**src/rtl/hcsr04_echo_responder.sv**
```systemverilog
// HC-SR04 emulator: validates the controller's Trigger pulse and answers with an
// Echo pulse whose width encodes a programmed (clamped) distance.
module hcsr04_echo_responder #(
  parameter int unsigned CYC_PER_US     = 50,
  parameter int unsigned TRIG_MIN_US    = 10,
  parameter int unsigned BURST_DELAY_US = 450,
  parameter int unsigned US_PER_CM      = 58,
  parameter int unsigned MIN_CM         = 2,
  parameter int unsigned MAX_CM         = 400,
  parameter int unsigned TIMEOUT_US     = 38000,
  parameter int unsigned HOLDOFF_US     = 10000
) (
  input  logic       Clock,
  input  logic       Reset,
  input  logic       Trigger,
  input  logic [8:0] DistanciaCm,
  input  logic       Presente,
  output logic       Echo,
  output logic       Busy,
  output logic       Done,
  output logic       TrigError
);

  localparam int unsigned TMIN_CYC = TRIG_MIN_US * CYC_PER_US;
  localparam int unsigned DLY_CYC  = BURST_DELAY_US * CYC_PER_US;
  localparam int unsigned HOLD_CYC = HOLDOFF_US * CYC_PER_US;
  localparam int unsigned CM_CYC   = US_PER_CM * CYC_PER_US;
  localparam int unsigned TO_CYC   = TIMEOUT_US * CYC_PER_US;
  localparam int unsigned ECHO_MAX = (MAX_CM * CM_CYC > TO_CYC) ? MAX_CM * CM_CYC : TO_CYC;
  localparam int unsigned MAX_A    = (TMIN_CYC > DLY_CYC) ? TMIN_CYC : DLY_CYC;
  localparam int unsigned MAX_B    = (HOLD_CYC > ECHO_MAX) ? HOLD_CYC : ECHO_MAX;
  localparam int unsigned MAX_CNT  = (MAX_A > MAX_B) ? MAX_A : MAX_B;
  localparam int unsigned CW       = $clog2(MAX_CNT + 1);

  localparam logic [CW-1:0] TMIN_C = CW'(TMIN_CYC);
  localparam logic [CW-1:0] DLY_C  = CW'(DLY_CYC);
  localparam logic [CW-1:0] HOLD_C = CW'(HOLD_CYC);
  localparam logic [CW-1:0] CM_C   = CW'(CM_CYC);
  localparam logic [CW-1:0] TO_C   = CW'(TO_CYC);
  localparam logic [8:0]    MIN_D  = 9'(MIN_CM);
  localparam logic [8:0]    MAX_D  = 9'(MAX_CM);

  typedef enum logic [2:0] {S_IDLE, S_TRIG, S_DELAY, S_ECHO, S_HOLD} state_t;

  state_t        state, nextState;
  logic          trigMeta, trigS, trigPrev;
  logic [CW-1:0] cnt, echoLen, echoCalc, dExt;
  logic [8:0]    dClamp;
  logic          echoNxt, busyNxt, doneNxt, trigErrNxt;

  // State register
  always_ff @(posedge Clock) begin
    if (!Reset) state <= S_IDLE;
    else        state <= nextState;
  end

  // Next-state logic; IDLE starts only on a fresh rising edge of trigS
  always_comb begin
    nextState = state;
    case (state)
      S_IDLE:  if (trigS && !trigPrev) nextState = S_TRIG;
      S_TRIG:  if (!trigS) nextState = (cnt >= TMIN_C) ? S_DELAY : S_IDLE;
      S_DELAY: if (cnt == DLY_C - CW'(1)) nextState = S_ECHO;
      S_ECHO:  if (cnt == echoLen) nextState = S_HOLD;
      S_HOLD:  if (cnt == HOLD_C) nextState = S_IDLE;
      default: nextState = S_IDLE;
    endcase
  end

  // Output decode, registered below so outputs line up with the new state
  always_comb begin
    echoNxt    = 1'b0;
    busyNxt    = 1'b0;
    doneNxt    = 1'b0;
    trigErrNxt = 1'b0;
    echoNxt    = (nextState == S_ECHO);
    busyNxt    = (nextState != S_IDLE);
    doneNxt    = (state == S_ECHO) && (nextState == S_HOLD);
    trigErrNxt = (state == S_TRIG) && (nextState == S_IDLE);
  end

  // Echo length for the distance presented at the Trigger fall
  always_comb begin
    dClamp = DistanciaCm;
    if (DistanciaCm < MIN_D)      dClamp = MIN_D;
    else if (DistanciaCm > MAX_D) dClamp = MAX_D;
    dExt     = CW'(dClamp);
    echoCalc = Presente ? dExt * CM_C : TO_C;
  end

  // Synchronizer, phase counter, latched echo length and output registers
  always_ff @(posedge Clock) begin
    if (!Reset) begin
      trigMeta  <= 1'b0;
      trigS     <= 1'b0;
      trigPrev  <= 1'b0;
      cnt       <= '0;
      echoLen   <= '0;
      Echo      <= 1'b0;
      Busy      <= 1'b0;
      Done      <= 1'b0;
      TrigError <= 1'b0;
    end else begin
      trigMeta  <= Trigger;
      trigS     <= trigMeta;
      trigPrev  <= trigS;
      Echo      <= echoNxt;
      Busy      <= busyNxt;
      Done      <= doneNxt;
      TrigError <= trigErrNxt;
      if (state != nextState)
        cnt <= (nextState == S_IDLE) ? '0 : CW'(1);
      else if (state == S_TRIG) begin
        if (trigS && (cnt < TMIN_C)) cnt <= cnt + CW'(1);
      end else if (state != S_IDLE)
        cnt <= cnt + CW'(1);
      if ((state == S_TRIG) && (nextState == S_DELAY)) echoLen <= echoCalc;
    end
  end

endmodule

```
**config.mk**
```make
export PLATFORM = sky130hd
export DESIGN_NAME = hcsr04_echo_responder
export DESIGN_NICKNAME = d
export VERILOG_FILES = /design/src/rtl/hcsr04_echo_responder.sv
export SDC_FILE = /design/constraint.sdc
export NUM_CORES = 1
export LEC_CHECK = 0
export CORE_MARGIN = 10
export CORE_UTILIZATION = 50
export CTS_CLUSTER_SIZE = 30
export DETAILED_ROUTE_END_ITERATION = 16
export DONT_BUFFER_PORTS = 1
export PLACE_DENSITY = 0.68
export SYNTH_ARGS = -nofsm -noshare
export SYNTH_HDL_FRONTEND = slang
export SYNTH_SLANG_ARGS = --single-unit
```
**constraint.sdc**
```tcl
create_clock -name Clock -period 5.5 [get_ports Clock]
set_input_delay 1.1 -clock Clock [delete_from_list [all_inputs] [get_ports Clock]]
set_output_delay 1.1 -clock Clock [all_outputs]
set_load 0.05 [all_outputs]
```
==> metrics.md <==
| Metric | Value |
|---|---|
| Fraction of registers with async set/reset | 0 |
| Total number of vias | between 3000 and 4000 |
| Setup violations, final | 0 |
| RD Place Congestion | 0.833 |
| Worst Setup End Kind | flop |
| Clk_lat worst skew | about 0.32 ns |
| Worst Path Arrival | 5.39 ns |
| Switching fraction of total power | 0.384 |
| Mapped Nets | between 500 and 600 |
| Yosys warning total | 0 |
| Buf/Inv on CP | 4 |
| DIE HEIGHT | 112 µm |
| Status | completed |
| Slowest-stage cell, CP | fa_1 |
| Layout cells sized above 1 | 0.0752 |
| Worst Skew | 0.00940 ns |
| Largest net degree at the start of global routing | 33 |
| Number of synthesized flops with an enable pin | 0 |
| Drt pass-1 iters | 4 |
| Register area share after synthesis | 0.236 |
| Hold Fails Final Rpt | 0 |
| R2R setup slack | 3.07 ns |
| Die extent in x | 112 µm |
| Max stage delay on crit path | 0.53 ns |
| Hold Worst Slack | 0.449 ns |
| Slew @ Worst Pin | 0.778 ns |
| Clock share of power | 0.207 |
| Crit path top cell by count | inv_1 |
| Pint | 786 µW |
| Final setup TNS | 0 ns |
| Avg Cell Area, Syn | a little under 9 µm² |
| Synth cell types | 59 |
| Cell row count | 33 |
| # diodes | 0 |
| Final ANT Viol Nets | 0 |
| Cell Area, Placed | 4400 µm² |
| Starting Density | 0.516 |
| Post-Place Setup Slack | -0.0490 ns |
| Final Routed Wirelength | 9200 µm |
| IO Count | 17 |
| Clk buf depth | 2 |
| Combinational share of power | 0.507 |
| Cell Chain, Critical Path | or3_1, o21ai_2, a21oi_2, or2_2, ha_1, inv_1, fa_1, inv_1, fa_1, inv_1, fa_1, inv_1, ha_1, or3_1, o21ai_0, a211oi_1, o31ai_1, xor2_1, a21oi_1 |
| Routed wire length per instance | 15.4 µm |
| Peak supply drop | around 190 µV |
| Final design instance area without fill | approximately 4500 µm² |
| Final HPWL DP | about 7500 µm |
| Psw | 490 µW |
| Max_cap viols | 0 |
| Slew Limit Headroom | 0.481 |
| Crit-path leading delay family | adder cells |
| Yosys reg bits | 50 |
| CP startpoint kind | input pin |
| Total power | 1.28 mW |
| Fin. max-slew vios | 0 |
| Hold path cells | 1 |
| Mapped Cells | just under 500 |
| Overflow after GRT | 0 |
| H-tree depth | 2 |
| Synth Cell Area | between 4000 and 5000 µm² |
| Post-CTS Repair Setup Buffers | 0 |
| CTS Root Cell | clkbuf_8 |
| Worst Hold Launch | trigMeta$_SDFF_PN0_ |
| CTS buffer count | 5 |
| Pwr Density | 283 nW/µm² |
| Min Tclk post-route | 5.22 ns |
| Clk sinks | 50 |
| Total GRT Usage | 0.150 |
| Initial antenna violation count | 0 |
| First-pass GRT wire length | 16100 µm |
| Final #Nets | 572 |
| Tcrit/Tclk final | 0.948 |
| Iter 0 DRT Violations | 152 |
| Core Footprint | 8220 µm² |
| Worst hold path type | flop to flop |
| Setup CP Type | input pin to flop |
| Worst-path fanout max | 5 |
| Sequential share of power | 0.286 |
| Critical R2R Capture | echoLen[20]$_SDFFE_PN0P_ |
| FF-to-FF path depth | 6 |
| Area Overhead vs Synth | 6.40% |
| Routed vias/inst | 5.57 |
| DRC | 0 |
| Setup ws final | between 0.2 and 0.3 ns |
| Max Freq | roughly 190 MHz |
| Pleak | 1.89 nW |
| CP required | 5.68 ns |
| Die area | 12600 µm² |
| Top_reg_cell synth | dfxtp_1 |
| Worst hold endpoint | trigS$_SDFF_PN0_ |
| Worst r2r src | cnt[6]$_SDFFE_PN0P_ |
| I/O Buffers | 0 |
| TritonCTS clock tree | built |
| Vias in the first global route | approximately 3500 |
| Clk slew on worst S/H paths | 0.09 ns |
-- stage by stage --
| step | util | cells |
|---|---|---|
| floorplan | - | 488 |
| global placement | 0.535 | 589 |
| detailed placement | 0.535 | 589 |
| CTS | 0.549 | 597 |
| global route | 0.549 | 597 |
| finish | 0.549 | 597 |
-- routing by layer --
layer / track usage / routed length [µm]
met5: 0 / 0
met4: 0.0702 / 299
met3: 0.0202 / 328
met2: 0.260 / 4560
met1: 0.179 / 4010
-- logic make-up (layout without fill, tap and decap cells) --
logic type,after synthesis,after routing,share of synthesized area
mux,3,3,0.00737
flops,50,50,0.236
buf+inv,78,82,0.0725
simple gates,164,164,0.219
fa+ha+maj,68,68,0.239
compound gates,75,75,0.123
xor+xnor,50,50,0.103
-- timing repair --
action / 4_1_cts / 5_1_grt
endpoints found under the setup margin: 0 / 3
gates resized for setup: 0 / 3
hold buffers: 0 / 0
-- synthesized netlist by cell type, types with 2 or more instances --
cell type   n  area share
a211oi_1    2      0.0035
inv_1      60       0.053
nor4b_1     3      0.0062
or3_1       5      0.0074
a22oi_1     2      0.0035
nand3_1    16       0.019
nor4_1     11       0.016
nor2b_1    11       0.016
dfxtp_1    50        0.24
xor2_1     12       0.025
and2_1     12       0.018
nor3_1     12       0.014
clkbuf_1   13       0.012
nand4_1    12       0.018
nor4bb_1    2      0.0047
fa_1       22        0.10
and3_1      4      0.0059
or2_2       4      0.0059
a21o_1      5      0.0088
o21ai_0    17       0.020
mux2i_1     2      0.0047
o31ai_1     3      0.0053
ha_1       46        0.14
xnor2_1    38       0.078
nand2b_1    3      0.0044
a21boi_0    6       0.011
and4_1      4      0.0083
a211o_1     3      0.0062
nand2_1    27       0.024
nor2_1     29       0.026
nor3b_1     3      0.0053
buf_2       3      0.0035
a31oi_1     3      0.0044
a21oi_1    18       0.021
-- worst reg2reg max path: cells and delay by family (launching register included) --
family	cells	cell delay, ns
compound gates	2	1.06
flops	1	0.48
mux	1	0.16
simple gates	3	0.61
-- power groups by stage --
stage / logic [mW] / clock network (mW) / registers (mW)
after floorplan: 0.502 / 0 / 0.373
final: 0.647 / 0.264 / 0.366
after detailed placement: 0.646 / 0 / 0.374
after global placement: 0.626 / 0 / 0.374
after global routing: 0.746 / 0.281 / 0.366
after CTS: 0.652 / 0.265 / 0.366
-- cell type report --
type	instances	area [µm²]
multi-input cells	360	2940
inverters	60	225
flip-flops and latches	50	1000
well taps	105	131
repair buffers	14	105
fillers	748	3700
clock inverters	2	37.5
clock buffers	6	72.6
-- cells in the final DEF, fill, tap and decap left out, drive strengths merged, types with 3 or more instances in the layout --
cell	instances
ha	46
and2	12
or3	5
nor4	12
a21o	5
xor2	12
nor4b	4
a211o	3
a21oi	18
or2	4
inv	60
o21ai	18
nor2	30
o31ai	3
and4	4
nand3	16
nor3b	3
a21boi	6
nand4	12
and3	4
dfxtp	50
nor2b	11
nor3	12
nand2b	3
a31oi	4
nand2	27
xnor2	38
clkbuf	6
buf	14
fa	22
-- flip-flops by register name, indices dropped and copies added (netlist names) --
register,cells
cnt,21
echoLen,19
state,3
Busy,1
Done,1
Echo,1
TrigError,1
trigMeta,1
trigPrev,1
trigS,1
-- how the worst max path moves through the flow --
stage          depth (start not counted)                        to           start  slack (ns)
6_report                              19  echoLen[19]$_SDFFE_PN0P_  DistanciaCm[2]        0.28
3_3_place_gp                          19  echoLen[19]$_SDFFE_PN0P_  DistanciaCm[2]        0.05
4_1_cts                               19  echoLen[19]$_SDFFE_PN0P_  DistanciaCm[2]        0.28
2_1_floorplan                         19  echoLen[19]$_SDFFE_PN0P_  DistanciaCm[2]        0.04
3_5_place_dp                          19  echoLen[19]$_SDFFE_PN0P_  DistanciaCm[2]       -0.05
5_1_grt                               19  echoLen[19]$_SDFFE_PN0P_  DistanciaCm[2]      -0.009
No activity file was read; power rests on OpenSTA's default activity.
